--- config.mk ---
export PLATFORM = sky130hd
export DESIGN_NAME = vga_fb_arbiter_flat
export DESIGN_NICKNAME = d
export VERILOG_FILES = /design/src/rtl/vga_fb_arbiter_if.sv /design/src/rtl/vga_fb_arbiter.sv /design/src/flat_wrapper.sv
export SDC_FILE = /design/constraint.sdc
export NUM_CORES = 1
export LEC_CHECK = 0
export CORE_AREA = 2 2 121 100
export DETAILED_ROUTE_END_ITERATION = 16
export DIE_AREA = 0 0 123 102
export HOLD_SLACK_MARGIN = 0.12
export PLACE_DENSITY = 0.5
export SLEW_MARGIN = 20
export SYNTH_ARGS = -nofsm -noshare
export SYNTH_HDL_FRONTEND = slang
export SYNTH_SLANG_ARGS = --single-unit
--- constraint.sdc ---
create_clock -name clk -period 2.5 [get_ports clk]
set_input_delay 0.25 -clock clk [delete_from_list [all_inputs] [get_ports clk]]
set_output_delay 0.25 -clock clk [all_outputs]
set_load 0.02 [all_outputs]
--- src/rtl/vga_fb_arbiter_if.sv ---
// Framebuffer arbiter bus: scan-out fetch, pixel writer,
// clear control and single-port RAM signals.
interface vga_fb_arbiter_if #(
    parameter int ADDR_W = 15
);
    logic              disp_req;
    logic [ADDR_W-1:0] disp_addr;
    logic [7:0]        disp_data;
    logic              disp_valid;
    logic              wr_valid;
    logic              wr_ready;
    logic [ADDR_W-1:0] wr_addr;
    logic [7:0]        wr_data;
    logic              clr_start;
    logic [7:0]        clr_color;
    logic              clr_busy;
    logic              clr_done;
    logic              mem_en;
    logic              mem_we;
    logic [ADDR_W-1:0] mem_addr;
    logic [7:0]        mem_wdata;
    logic [7:0]        mem_rdata;

    modport master (
        output disp_req, disp_addr, wr_valid, wr_addr, wr_data,
        output clr_start, clr_color, mem_rdata,
        input  disp_data, disp_valid, wr_ready, clr_busy, clr_done,
        input  mem_en, mem_we, mem_addr, mem_wdata
    );

    modport slave (
        input  disp_req, disp_addr, wr_valid, wr_addr, wr_data,
        input  clr_start, clr_color, mem_rdata,
        output disp_data, disp_valid, wr_ready, clr_busy, clr_done,
        output mem_en, mem_we, mem_addr, mem_wdata
    );
endinterface

--- src/rtl/vga_fb_arbiter.sv ---
// Framebuffer RAM arbiter: display > clear > writer, one access
// per cycle, with a full-screen clear engine.
module vga_fb_arbiter #(
    parameter int ADDR_W   = 15,
    parameter int FB_DEPTH = 19200
) (
    input  logic          clk,
    input  logic          rst_n,
    vga_fb_arbiter_if.slave bus
);
    localparam logic [1:0] IDLE  = 2'd0;
    localparam logic [1:0] CLEAR = 2'd1;
    localparam logic [1:0] DONE  = 2'd2;

    localparam logic [ADDR_W-1:0] LAST = ADDR_W'(FB_DEPTH - 1);
    localparam logic [ADDR_W-1:0] ONE  = ADDR_W'(1);

    logic [1:0]        state;
    logic [ADDR_W-1:0] clr_addr;
    logic [7:0]        clr_col;
    logic              rd_p1;
    logic              rd_p2;
    logic              wr_go;
    logic              clr_go;

    assign bus.wr_ready = rst_n && (state == IDLE) && !bus.disp_req;
    assign wr_go        = bus.wr_valid && bus.wr_ready;
    assign clr_go       = (state == CLEAR) && !bus.disp_req;
    assign bus.clr_busy = (state != IDLE);
    assign bus.clr_done = (state == DONE);

    // Clear sequencer: walks clr_addr across the frame, stalling on display.
    always_ff @(posedge clk) begin
        if (!rst_n) begin
            state    <= IDLE;
            clr_addr <= '0;
            clr_col  <= '0;
        end else begin
            case (state)
                IDLE: begin
                    if (bus.clr_start) begin
                        state    <= CLEAR;
                        clr_col  <= bus.clr_color;
                        clr_addr <= '0;
                    end
                end
                CLEAR: begin
                    if (clr_go) begin
                        if (clr_addr == LAST) begin
                            state <= DONE;
                        end else begin
                            clr_addr <= clr_addr + ONE;
                        end
                    end
                end
                DONE:    state <= IDLE;
                default: state <= IDLE;
            endcase
        end
    end

    // Registered RAM port: grant the highest-priority requester.
    always_ff @(posedge clk) begin
        if (!rst_n) begin
            bus.mem_en    <= 1'b0;
            bus.mem_we    <= 1'b0;
            bus.mem_addr  <= '0;
            bus.mem_wdata <= '0;
        end else begin
            bus.mem_en    <= 1'b0;
            bus.mem_we    <= 1'b0;
            bus.mem_addr  <= '0;
            bus.mem_wdata <= '0;
            unique case (1'b1)
                bus.disp_req: begin
                    bus.mem_en   <= 1'b1;
                    bus.mem_addr <= bus.disp_addr;
                end
                clr_go: begin
                    bus.mem_en    <= 1'b1;
                    bus.mem_we    <= 1'b1;
                    bus.mem_addr  <= clr_addr;
                    bus.mem_wdata <= clr_col;
                end
                wr_go: begin
                    bus.mem_en    <= 1'b1;
                    bus.mem_we    <= 1'b1;
                    bus.mem_addr  <= bus.wr_addr;
                    bus.mem_wdata <= bus.wr_data;
                end
                default: ;
            endcase
        end
    end

    // Read-return pipeline: fixed three-cycle display latency.
    always_ff @(posedge clk) begin
        if (!rst_n) begin
            rd_p1          <= 1'b0;
            rd_p2          <= 1'b0;
            bus.disp_valid <= 1'b0;
            bus.disp_data  <= '0;
        end else begin
            rd_p1          <= bus.disp_req;
            rd_p2          <= rd_p1;
            bus.disp_valid <= rd_p2;
            if (rd_p2) begin
                bus.disp_data <= bus.mem_rdata;
            end
        end
    end
endmodule

--- src/flat_wrapper.sv ---
// flat-port wrapper written by rule: the top's interface ports become plain ports
module vga_fb_arbiter_flat 
#(
    parameter int ADDR_W   = 15,
    parameter int FB_DEPTH = 19200
)
  (clk, rst_n, bus_disp_req, bus_disp_addr, bus_wr_valid, bus_wr_addr, bus_wr_data, bus_clr_start, bus_clr_color, bus_mem_rdata, bus_disp_data, bus_disp_valid, bus_wr_ready, bus_clr_busy, bus_clr_done, bus_mem_en, bus_mem_we, bus_mem_addr, bus_mem_wdata);
  vga_fb_arbiter_if #(.ADDR_W(ADDR_W)) bus_i ();
  input  logic clk;
  input  logic rst_n;
  input wire logic [$bits(bus_i.disp_req)-1:0] bus_disp_req;
  input wire logic [$bits(bus_i.disp_addr)-1:0] bus_disp_addr;
  input wire logic [$bits(bus_i.wr_valid)-1:0] bus_wr_valid;
  input wire logic [$bits(bus_i.wr_addr)-1:0] bus_wr_addr;
  input wire logic [$bits(bus_i.wr_data)-1:0] bus_wr_data;
  input wire logic [$bits(bus_i.clr_start)-1:0] bus_clr_start;
  input wire logic [$bits(bus_i.clr_color)-1:0] bus_clr_color;
  input wire logic [$bits(bus_i.mem_rdata)-1:0] bus_mem_rdata;
  output wire logic [$bits(bus_i.disp_data)-1:0] bus_disp_data;
  output wire logic [$bits(bus_i.disp_valid)-1:0] bus_disp_valid;
  output wire logic [$bits(bus_i.wr_ready)-1:0] bus_wr_ready;
  output wire logic [$bits(bus_i.clr_busy)-1:0] bus_clr_busy;
  output wire logic [$bits(bus_i.clr_done)-1:0] bus_clr_done;
  output wire logic [$bits(bus_i.mem_en)-1:0] bus_mem_en;
  output wire logic [$bits(bus_i.mem_we)-1:0] bus_mem_we;
  output wire logic [$bits(bus_i.mem_addr)-1:0] bus_mem_addr;
  output wire logic [$bits(bus_i.mem_wdata)-1:0] bus_mem_wdata;
  assign bus_i.disp_req = bus_disp_req;
  assign bus_i.disp_addr = bus_disp_addr;
  assign bus_i.wr_valid = bus_wr_valid;
  assign bus_i.wr_addr = bus_wr_addr;
  assign bus_i.wr_data = bus_wr_data;
  assign bus_i.clr_start = bus_clr_start;
  assign bus_i.clr_color = bus_clr_color;
  assign bus_i.mem_rdata = bus_mem_rdata;
  assign bus_disp_data = bus_i.disp_data;
  assign bus_disp_valid = bus_i.disp_valid;
  assign bus_wr_ready = bus_i.wr_ready;
  assign bus_clr_busy = bus_i.clr_busy;
  assign bus_clr_done = bus_i.clr_done;
  assign bus_mem_en = bus_i.mem_en;
  assign bus_mem_we = bus_i.mem_we;
  assign bus_mem_addr = bus_i.mem_addr;
  assign bus_mem_wdata = bus_i.mem_wdata;
  vga_fb_arbiter #(.ADDR_W(ADDR_W), .FB_DEPTH(FB_DEPTH)) u_core (.clk(clk), .rst_n(rst_n), .bus(bus_i));
endmodule
==> results.sh, run 1 <==
export IMPL_wl_per_cell_microns=15.4
export IMPL_period_minus_slack_ns=2.10
export IMPL_htree_levels=3
export IMPL_synthSimpleGateAreaFrac_pct=21.5
export IMPL_place_area_sq_um=3710
export IMPL_fin_area_sq_um=4020
export IMPL_grt_max_degree=30
export IMPL_min_path_type="reg2reg"
export IMPL_crit_arrival_ns=1.85
export IMPL_synth_nets=333
export IMPL_synthArstFlopShare_pct=0
export IMPL_drv_cap=0
export IMPL_synth_area_top_cells="dfxtp_1 (48%), nor2_1 (7.7%), mux2i_1 (7.5%)"
export IMPL_leakagePower_nw=1.45
export IMPL_slowest_delay_ns=0.71
export IMPL_drv_slew=0
export IMPL_synth_seq_cells=61
export IMPL_cts_tree="yes"
export IMPL_drt_first_iter_violations=265
export IMPL_cp_required_ns=2.25
export IMPL_rsz0062_at_grt="false"
export IMPL_dieArea_sq_um=12500
export IMPL_final_cell_count_no_fill=526
export IMPL_grt_overflow_total=0
export IMPL_finalSetupTns_ns=0
export IMPL_clockRootBuffer="clkbuf_16"
export IMPL_critPathCaptureType="output port"
export IMPL_path_clk_slew_ns=0.05
export IMPL_yosys_most_used_dff="dfxtp_1"
export IMPL_insertion_delay_ns=0.32
export IMPL_post_drt_via_cell_ratio=4.78
export IMPL_syn_area_sq_um=2540
export IMPL_drt_first_pass_iters=7
export IMPL_tightest_slew_ns=0.728
export IMPL_core_sq_um=11300
export IMPL_vias=2516
export IMPL_max_freq_ghz=0.477
export IMPL_antenna_diode_count=0
export IMPL_drcViolationCount=0
export IMPL_start_util_pct=22.5
export IMPL_antenna_found_initial=0
export IMPL_slew_headroom_pct=51.1
export IMPL_synth_top_family_by_area="simple AND/OR/NAND/NOR gates"
export IMPL_synthXorXnorAreaFrac_pct=0
export IMPL_ir_drop_mv=0.315
export IMPL_r2r_slack_ns=0.41
export IMPL_crit_buf_inv=2
export IMPL_grt_usage_pct=12.7
export IMPL_startpoint_type="input pin"
export IMPL_ctsResizeCount=0
export IMPL_critPathTopFamily="buffers and inverters"
export IMPL_synth_edf_count=0
export IMPL_die_x_microns=123
export IMPL_yosys_top_cells_count="dfxtp_1 (61), nor2_1 (52), mux2i_1 (19)"
export IMPL_muxShareOfSynthArea_pct=7.48
export IMPL_clk_path_buf_depth=2
export IMPL_die_height_microns=102
export IMPL_final_nets=433
export IMPL_status="completed"
export IMPL_synth_fa_ha_area_share_pct=0.492
export IMPL_timing_final_crit_share_pct=83.9
export IMPL_synth_cells=273
export IMPL_skew_ns=0.00479
export IMPL_worstPathCellList="clkdlybuf4s50_1 > nor4b_1 > clkdlybuf4s50_1"
export IMPL_dpl_hpwl_mm=5.76
export IMPL_yosysWarnings=0
export IMPL_post_cts_buffers=0
export IMPL_cp_common_cell="clkdlybuf4s50_1"
export IMPL_worst_path_max_fanout=4
export IMPL_cts_made_buffers=9
export IMPL_setup_viol=0
export IMPL_p_per_area_nw_per_um2=642
export IMPL_gp_congestion=0.810
export IMPL_synth_top_cell_area_share_pct=48.0
export IMPL_yosysSeqAreaShare_pct=48.0
export IMPL_grt_pass1_wl_mm=12.0
export IMPL_slowest_stage="clkdlybuf4s50_1"
export IMPL_ys_types=52
export IMPL_grt_pass1_vias=2328
export IMPL_antenna_violating_nets_post_route=0
export IMPL_hold_violations=0
export IMPL_numPortBuffers=95
export IMPL_critPathKind="in2out"
export IMPL_yosysTopAreaCell="dfxtp_1"
export IMPL_dp_cells=510
export IMPL_synth_compound_area_share_pct=18.5
export IMPL_area_growth_pct=57.9
export IMPL_cts_sinks=61
export IMPL_io_pins=96
export IMPL_syn_area_per_cell_sq_um=9.31
export IMPL_drt_wl_total_mm=8.11
export IMPL_cts_hold_buf=0
export IMPL_drive_gt1_share_pct=10.8
export IMPL_num_rows=35
export IMPL_yosysMostFrequentCell="dfxtp_1"
report_power, final:
part / internal, mW / switching [mW]
Clock: 0.800 / 0.441
Sequential: 1.01 / 0.0155
Combinational: 0.176 / 0.139
kinds of logic (layout without fill, tap and decap cells):
logic type / Yosys count / after routing
AOI/OAI and AO/OA: 58 / 58
adders and majority gates: 1 / 1
buffers and inverters: 27 / 132
DFF: 61 / 61
muxes: 19 / 19
and+or+nand+nor: 107 / 107
stage by stage:
stage	util, %	hold WS (ns)	total power, mW	setup WS, ns
4_1_cts	35.5	0.433	2.61	0.393
5_1_grt	35.5	0.467	2.68	0.290
3_5_place_dp	32.9	0.421	1.36	0.334
2_1_floorplan	-	0.397	1.18	0.411
3_3_place_gp	32.9	0.417	1.36	0.345
6_report	35.5	0.430	2.58	0.402
per-layer routing:
| metal | share of wire (%) | vias to the layer above | track usage [%] |
|---|---|---|---|
| li1 | - | 1219 | - |
| met1 | 46 | 1181 | 16.6 |
| met2 | 44 | 106 | 19.2 |
| met3 | 8.4 | 10 | 3.91 |
| met4 | 1.7 | 0 | 5.59 |
| met5 | 0 | - | 0 |
final cells by class:
class                           instances  area (sq um)
Multi-Input combinational cell        185          1220
Fill cell                            1148          7280
Clock buffer                           11           243
Inverter                                7          26.3
Tap cell                              148           185
Sequential cell                        61          1220
Timing Repair Buffer                  109          1060
Clock inverter                          5          58.8
sequential cells by signal, indices dropped and copies added (netlist names):
name / count
u_core.bus.mem_addr: 15
u_core.clr_addr: 15
u_core.bus.disp_data: 8
u_core.bus.mem_wdata: 8
u_core.clr_col: 8
u_core.state: 2
u_core.bus.disp_valid: 1
u_core.bus.mem_en: 1
u_core.bus.mem_we: 1
u_core.rd_p1: 1
u_core.rd_p2: 1
final timing paths:
path,startpoint,endpoint,depth (start not counted)
max,bus_disp_req,bus_wr_ready,3
min,u_core.rd_p1,u_core.rd_p2,1
max reg2reg,u_core.clr_addr[11],u_core.clr_addr[4],4
min reg2reg,u_core.rd_p1,u_core.rd_p2,1
placed cells by master (no fill, tap or decap), types with 2 or more instances in the layout:
master,count
dfxtp_1,61
a22oi_1,8
a21o_1,4
o41ai_1,2
and2_1,5
a222oi_1,14
clkdlybuf4s50_1,95
clkinvlp_4,2
nand3_1,9
a21oi_1,4
nor3_1,3
mux2i_1,19
nand2b_1,4
o211ai_1,2
or2_2,2
or4_1,3
clkbuf_16,9
a41oi_1,4
nand4_1,3
a221oi_1,2
a31oi_1,5
and3_1,2
o21ai_0,2
nand2_1,8
nor2b_1,2
buf_4,14
inv_1,7
nand3b_1,2
nor2_1,51
(Power assumes the default switching activity.)
==> run 2, diff against run 1 <==
--- a/config.mk
+++ b/config.mk
@@ -9,7 +9,7 @@
 export DETAILED_ROUTE_END_ITERATION = 16
 export DIE_AREA = 0 0 123 102
 export HOLD_SLACK_MARGIN = 0.12
-export PLACE_DENSITY = 0.5
+export PLACE_DENSITY = 0.52
 export SLEW_MARGIN = 20
 export SYNTH_ARGS = -nofsm -noshare
 export SYNTH_HDL_FRONTEND = slang
==> constraint.sdc (replaced) <==
create_clock -name clk -period 1.8 [get_ports clk]
set_input_delay 0.18 -clock clk [delete_from_list [all_inputs] [get_ports clk]]
set_output_delay 0.18 -clock clk [all_outputs]
set_load 0.02 [all_outputs]
==> run 2 against run 1 <==
Sequential power is 39% higher. Total power is 39% higher. Utilization is 2.8 points higher. Register-to-register slack worse by 0.37 ns. Routed wire length is 3.0% higher. Clock skew hardly changed. Critical path depth is 1 higher. Hold slack better by 0.0060 ns. Cell count is 5.3% higher. Critical endpoint is now u_core.clr_addr[4]. Largest power group unchanged. Highest routed layer unchanged.
==> results.sh, run 2 (synthesized netlist as in run 1, its figures left out) <==
export IMPL_antenna_diode_count=0
export IMPL_cts_hold_buf=0
export IMPL_top_regs="u_core.bus.mem_addr x15, u_core.clr_addr x15"
export IMPL_drt_first_iter_violations=214
export IMPL_layout_common_cells="clkdlybuf4s50_1 (94), dfxtp_1 (57), nor2_1 (52), buf_4 (39), mux2i_1 (19)"
export IMPL_ir_drop_mv=0.402
export IMPL_final_cell_count_no_fill=554
export IMPL_min_path_type="reg2reg"
export IMPL_reg2reg_depth=4
export IMPL_dieArea_sq_um=12500
export IMPL_insertion_delay_ns=0.33
export IMPL_critPathCaptureType="flip-flop"
export IMPL_hold_path_depth=1
export IMPL_core_sq_um=11300
export IMPL_final_nets=462
export IMPL_htree_levels=3
export IMPL_p_per_area_nw_per_um2=828
export IMPL_post_drt_via_cell_ratio=4.71
export IMPL_finalWorstSetupSlack_ns=0.0370
export IMPL_worst_path_max_fanout=7
export IMPL_startpoint_type="flip-flop"
export IMPL_cp_required_ns=2.07
export IMPL_io_pins=96
export IMPL_grt_usage_pct=13.5
export IMPL_die_x_microns=123
export IMPL_drv_cap=0
export IMPL_clockRootBuffer="clkbuf_16"
export IMPL_numPortBuffers=95
export IMPL_tightest_slew_ns=0.480
export IMPL_gp_congestion=0.857
export IMPL_grt_pass1_wl_mm=12.9
export IMPL_drcViolationCount=0
export IMPL_grt_pass1_vias=2619
export IMPL_area_growth_pct=70.3
export IMPL_leakagePower_nw=1.64
export IMPL_hold_violations=0
export IMPL_cts_made_buffers=9
export IMPL_final_common_cell="clkdlybuf4s50_1"
export IMPL_drt_wl_total_mm=8.35
export IMPL_skew_ns=0.00468
export IMPL_drv_slew=0
export IMPL_path_clk_slew_ns=0.05
export IMPL_rsz0062_at_grt="true"
export IMPL_n_fill_cell=1116
export IMPL_cts_sinks=61
export IMPL_grt_overflow_total=0
export IMPL_setup_viol=0
export IMPL_num_rows=35
export IMPL_dpl_hpwl_mm=6.22
export IMPL_max_freq_ghz=0.567
export IMPL_die_height_microns=102
export IMPL_final_util_pct=38.3
export IMPL_critPathKind="reg2reg"
export IMPL_start_util_pct=22.5
export IMPL_timing_final_crit_share_pct=97.9
export IMPL_finalSetupTns_ns=0
export IMPL_pre_cts_ws_ns=-0.0966
export IMPL_antenna_violating_nets_post_route=0
export IMPL_drive_gt1_share_pct=20.0
export IMPL_clk_path_buf_depth=2
export IMPL_cts_tree="yes"
export IMPL_period_minus_slack_ns=1.76
export IMPL_dp_cells=537
export IMPL_status="completed"
export IMPL_drt_first_pass_iters=7
export IMPL_vias=2612
export IMPL_antenna_found_initial=0
export IMPL_slew_headroom_pct=68.0
export IMPL_wl_per_cell_microns=15.1
export IMPL_grt_max_degree=26
export IMPL_crit_arrival_ns=2.03
-- run 2: cell types whose count changed in the layout (fill, tap and decap cells not counted), moves of 2 or more --
cell | previous run | this run
dfxtp_1 | 61 | 57
clkinvlp_4 | 2 | 0
buf_12 | 0 | 3
a41oi_2 | 0 | 2
dfxtp_2 | 0 | 4
a41oi_1 | 4 | 2
buf_4 | 14 | 39
-- run 2: cell type report --
cell class | instances | area (sq um) | area share [%]
clock inverter | 4 | 48.8 | 1.13
sequential | 61 | 1230 | 28.3
multi-input combinational | 185 | 1290 | 29.7
clock buffer | 11 | 243 | 5.61
inverter | 7 | 26.3 | 0.607
tap | 148 | 185 | 4.28
timing repair buffer | 138 | 1310 | 30.3
-- run 2: what timing repair did --
item,in CTS,in global routing
pin swaps,2,5
buffers inserted,2,0
gates cloned,0,0
setup endpoints to repair,13,8
resized for setup,8,8
-- run 2: per-stage QoR --
| stage | instance area [sq um] | power (mW) | hold slack, ns |
|---|---|---|---|
| final | 4330 | 3.58 | 0.436 |
| after global routing | 4330 | 3.71 | 0.472 |
| after CTS | 4290 | 3.61 | 0.436 |
| after detailed placement | 3970 | 1.91 | 0.424 |
| after global placement | 3970 | 1.91 | 0.416 |
| after floorplan | 2560 | 1.64 | 0.327 |
-- run 2: power breakdown --
part / internal (mW) / leakage (nW) / switching [mW]
clock network: 1.10 / 0.145 / 0.604
registers: 1.40 / 0.499 / 0.0247
logic: 0.264 / 0.996 / 0.196
-- run 2: critical path, stage by stage (launching register included) --
cell and delay [ns]:
dfxtp_1 0.30, or4b_4 0.55, or4_4 0.50, a41o_1 0.27, a21oi_2 0.09
-- run 2: worst paths after layout --
kind / startpoint / to / slack [ns]
worst max register to register: u_core.clr_addr[13] / u_core.clr_addr[4] / 0.04
worst min register to register: u_core.rd_p1 / u_core.rd_p2 / 0.44
worst max-delay path: u_core.clr_addr[13] / u_core.clr_addr[4] / 0.04
worst min-delay path: u_core.rd_p1 / u_core.rd_p2 / 0.44
-- run 2: metal layers --
| metal | share of wire [%] | global-route usage [%] |
|---|---|---|
| met5 | 0 | 0 |
| met4 | 1.6 | 5.51 |
| met2 | 45 | 21.5 |
| met3 | 7.1 | 3.29 |
| met1 | 46 | 17.7 |
==> run 3, diff against run 2 <==
--- a/config.mk
+++ b/config.mk
@@ -5,11 +5,14 @@
 export SDC_FILE = /design/constraint.sdc
 export NUM_CORES = 1
 export LEC_CHECK = 0
+export CELL_PAD_IN_SITES_DETAIL_PLACEMENT = 0
+export CELL_PAD_IN_SITES_GLOBAL_PLACEMENT = 1
 export CORE_AREA = 2 2 121 100
 export DETAILED_ROUTE_END_ITERATION = 16
 export DIE_AREA = 0 0 123 102
 export HOLD_SLACK_MARGIN = 0.12
-export PLACE_DENSITY = 0.52
+export PLACE_DENSITY = 0.65
+export REMOVE_ABC_BUFFERS = 1
 export SLEW_MARGIN = 20
 export SYNTH_ARGS = -nofsm -noshare
 export SYNTH_HDL_FRONTEND = slang
==> run 3 against run 2 <==
The flow now finishes with violations (setup timing). Sequential power is essentially flat. Combinational power is essentially flat. Global-route usage shrank 0.17 points.
==> results.sh, run 3 (synthesized netlist as in run 1, its figures left out) <==
export IMPL_slew_headroom_pct=67.0
export IMPL_multi_input_area_sq_um=1270
export IMPL_slowest_delay_ns=0.54
export IMPL_critPathTopFamily="simple AND/OR/NAND/NOR gates"
export IMPL_post_drt_via_cell_ratio=4.69
export IMPL_grt_max_degree=25
export IMPL_status="finished with violations"
export IMPL_cts_tree="yes"
export IMPL_num_rows=35
export IMPL_timing_final_crit_share_pct=102
export IMPL_grt_pass1_vias=2511
export IMPL_tightest_slew_ns=0.495
export IMPL_drv_cap=0
export IMPL_min_path_type="reg2reg"
export IMPL_critPathKind="reg2reg"
export IMPL_drcViolationCount=0
export IMPL_worstPathCellList="or4b_4 > buf_6 > nor4_4 > buf_4 > a22oi_2 > o221ai_1"
export IMPL_skew_ns=0.00700
export IMPL_drt_wl_total_mm=8.20
export IMPL_wl_per_cell_microns=14.9
export IMPL_path_clk_slew_ns=0.05
export IMPL_io_pins=96
export IMPL_numPortBuffers=95
export IMPL_final_common_cell="clkdlybuf4s50_1"
export IMPL_core_sq_um=11300
export IMPL_insertion_delay_ns=0.32
export IMPL_top_regs="u_core.bus.mem_addr x15, u_core.clr_addr x15"
export IMPL_clk_path_buf_depth=2
export IMPL_drt_first_pass_iters=5
export IMPL_final_nets=459
export IMPL_ir_drop_mv=0.446
export IMPL_drt_first_iter_violations=166
export IMPL_die_x_microns=123
export IMPL_vias=2589
export IMPL_hold_violations=0
export IMPL_r2r_slack_ns=-0.03
export IMPL_cts_made_buffers=9
export IMPL_area_growth_pct=69.4
export IMPL_setup_viol=1
export IMPL_die_height_microns=102
export IMPL_crit_arrival_ns=2.07
export IMPL_pre_cts_ws_ns=-0.140
export IMPL_violations="setup timing"
export IMPL_rsz0062_at_grt="true"
export IMPL_layout_common_cells="clkdlybuf4s50_1 (92), dfxtp_1 (61), nor2_1 (51), buf_4 (37), mux2i_1 (19)"
export IMPL_dieArea_sq_um=12500
export IMPL_grt_usage_pct=13.4
export IMPL_dpl_hpwl_mm=5.91
export IMPL_gp_congestion=0.926
export IMPL_antenna_found_initial=0
export IMPL_slowest_stage="or4b_4"
export IMPL_crit_buf_inv=2
export IMPL_drive_gt1_share_pct=18.3
export IMPL_leakagePower_nw=1.64
export IMPL_whs_ns=0.442
export IMPL_finalWorstSetupSlack_ns=-0.0286
export IMPL_htree_levels=3
export IMPL_startpoint_type="flip-flop"
export IMPL_period_minus_slack_ns=1.83
export IMPL_critPathCaptureType="flip-flop"
export IMPL_cts_hold_buf=0
export IMPL_n_fill_cell=1145
export IMPL_drv_slew=0
export IMPL_grt_pass1_wl_mm=12.9
export IMPL_cts_sinks=61
export IMPL_p_per_area_nw_per_um2=871
export IMPL_antenna_diode_count=0
export IMPL_start_util_pct=22.5
export IMPL_max_freq_ghz=0.547
export IMPL_clockRootBuffer="clkbuf_16"
export IMPL_antenna_violating_nets_post_route=0
export IMPL_cp_required_ns=2.04
export IMPL_grt_overflow_total=0
export IMPL_regArea_sq_um=1220
export IMPL_worst_path_max_fanout=5
==> run 3: layer usage <==
metal | up-vias | wire (microns) | GRT usage (%)
met1 | 1231 | 3850 | 16.7
met2 | 83 | 3820 | 22.3
met5 | - | 0 | 0
li1 | 1273 | - | -
met4 | 0 | 54 | 3.85
met3 | 2 | 483 | 4.02
==> run 3: area by class of cell <==
cell class | instances | area share, %
Inverter | 7 | 0.610
Multi-Input combinational cell | 185 | 29.6
Tap cell | 148 | 4.30
Clock inverter | 6 | 2.00
Sequential cell | 61 | 28.3
Clock buffer | 10 | 5.55
Timing Repair Buffer | 135 | 29.6
==> run 3: metrics by stage <==
stage	power (mW)	std cells	TNS, ns	util (%)	cell area, sq um
finish	3.75	552	-0.0286	38.1	4310
global route	3.91	552	-0.250	38.1	4310
CTS	3.81	550	-0.0144	37.7	4260
detailed placement	1.91	534	-1.11	34.7	3920
global placement	1.91	534	-0.635	34.7	3920
floorplan	1.62	253	-9.81	-	2460
==> run 3: worst paths after layout <==
kind                  startpoint                   to  cells after the start
min                 u_core.rd_p1         u_core.rd_p2                      1
max reg2reg  u_core.clr_addr[10]  u_core.clr_addr[10]                      6
max          u_core.clr_addr[10]  u_core.clr_addr[10]                      6
min reg2reg         u_core.rd_p1         u_core.rd_p2                      1
==> run 3: what timing repair did <==
action                                  CTS  global route
gates cloned                              0             1
endpoints found under the setup margin   12            11
buffers inserted                          0             1
pin swaps                                 1             2
gates resized for setup                   7             8
==> run 3: power breakdown <==
part	switching [mW]	total (mW)	internal, mW
logic	0.198	0.458	0.260
clock network	0.631	1.88	1.25
registers	0.0198	1.42	1.40
total	0.848	3.75	2.90
==> run 3: worst reg2reg max path, stage by stage (launching register included) <==
cell	delay, ns
dfxtp_1	0.31
or4b_4	0.54
buf_6	0.14
nor4_4	0.21
buf_4	0.20
a22oi_2	0.13
o221ai_1	0.21
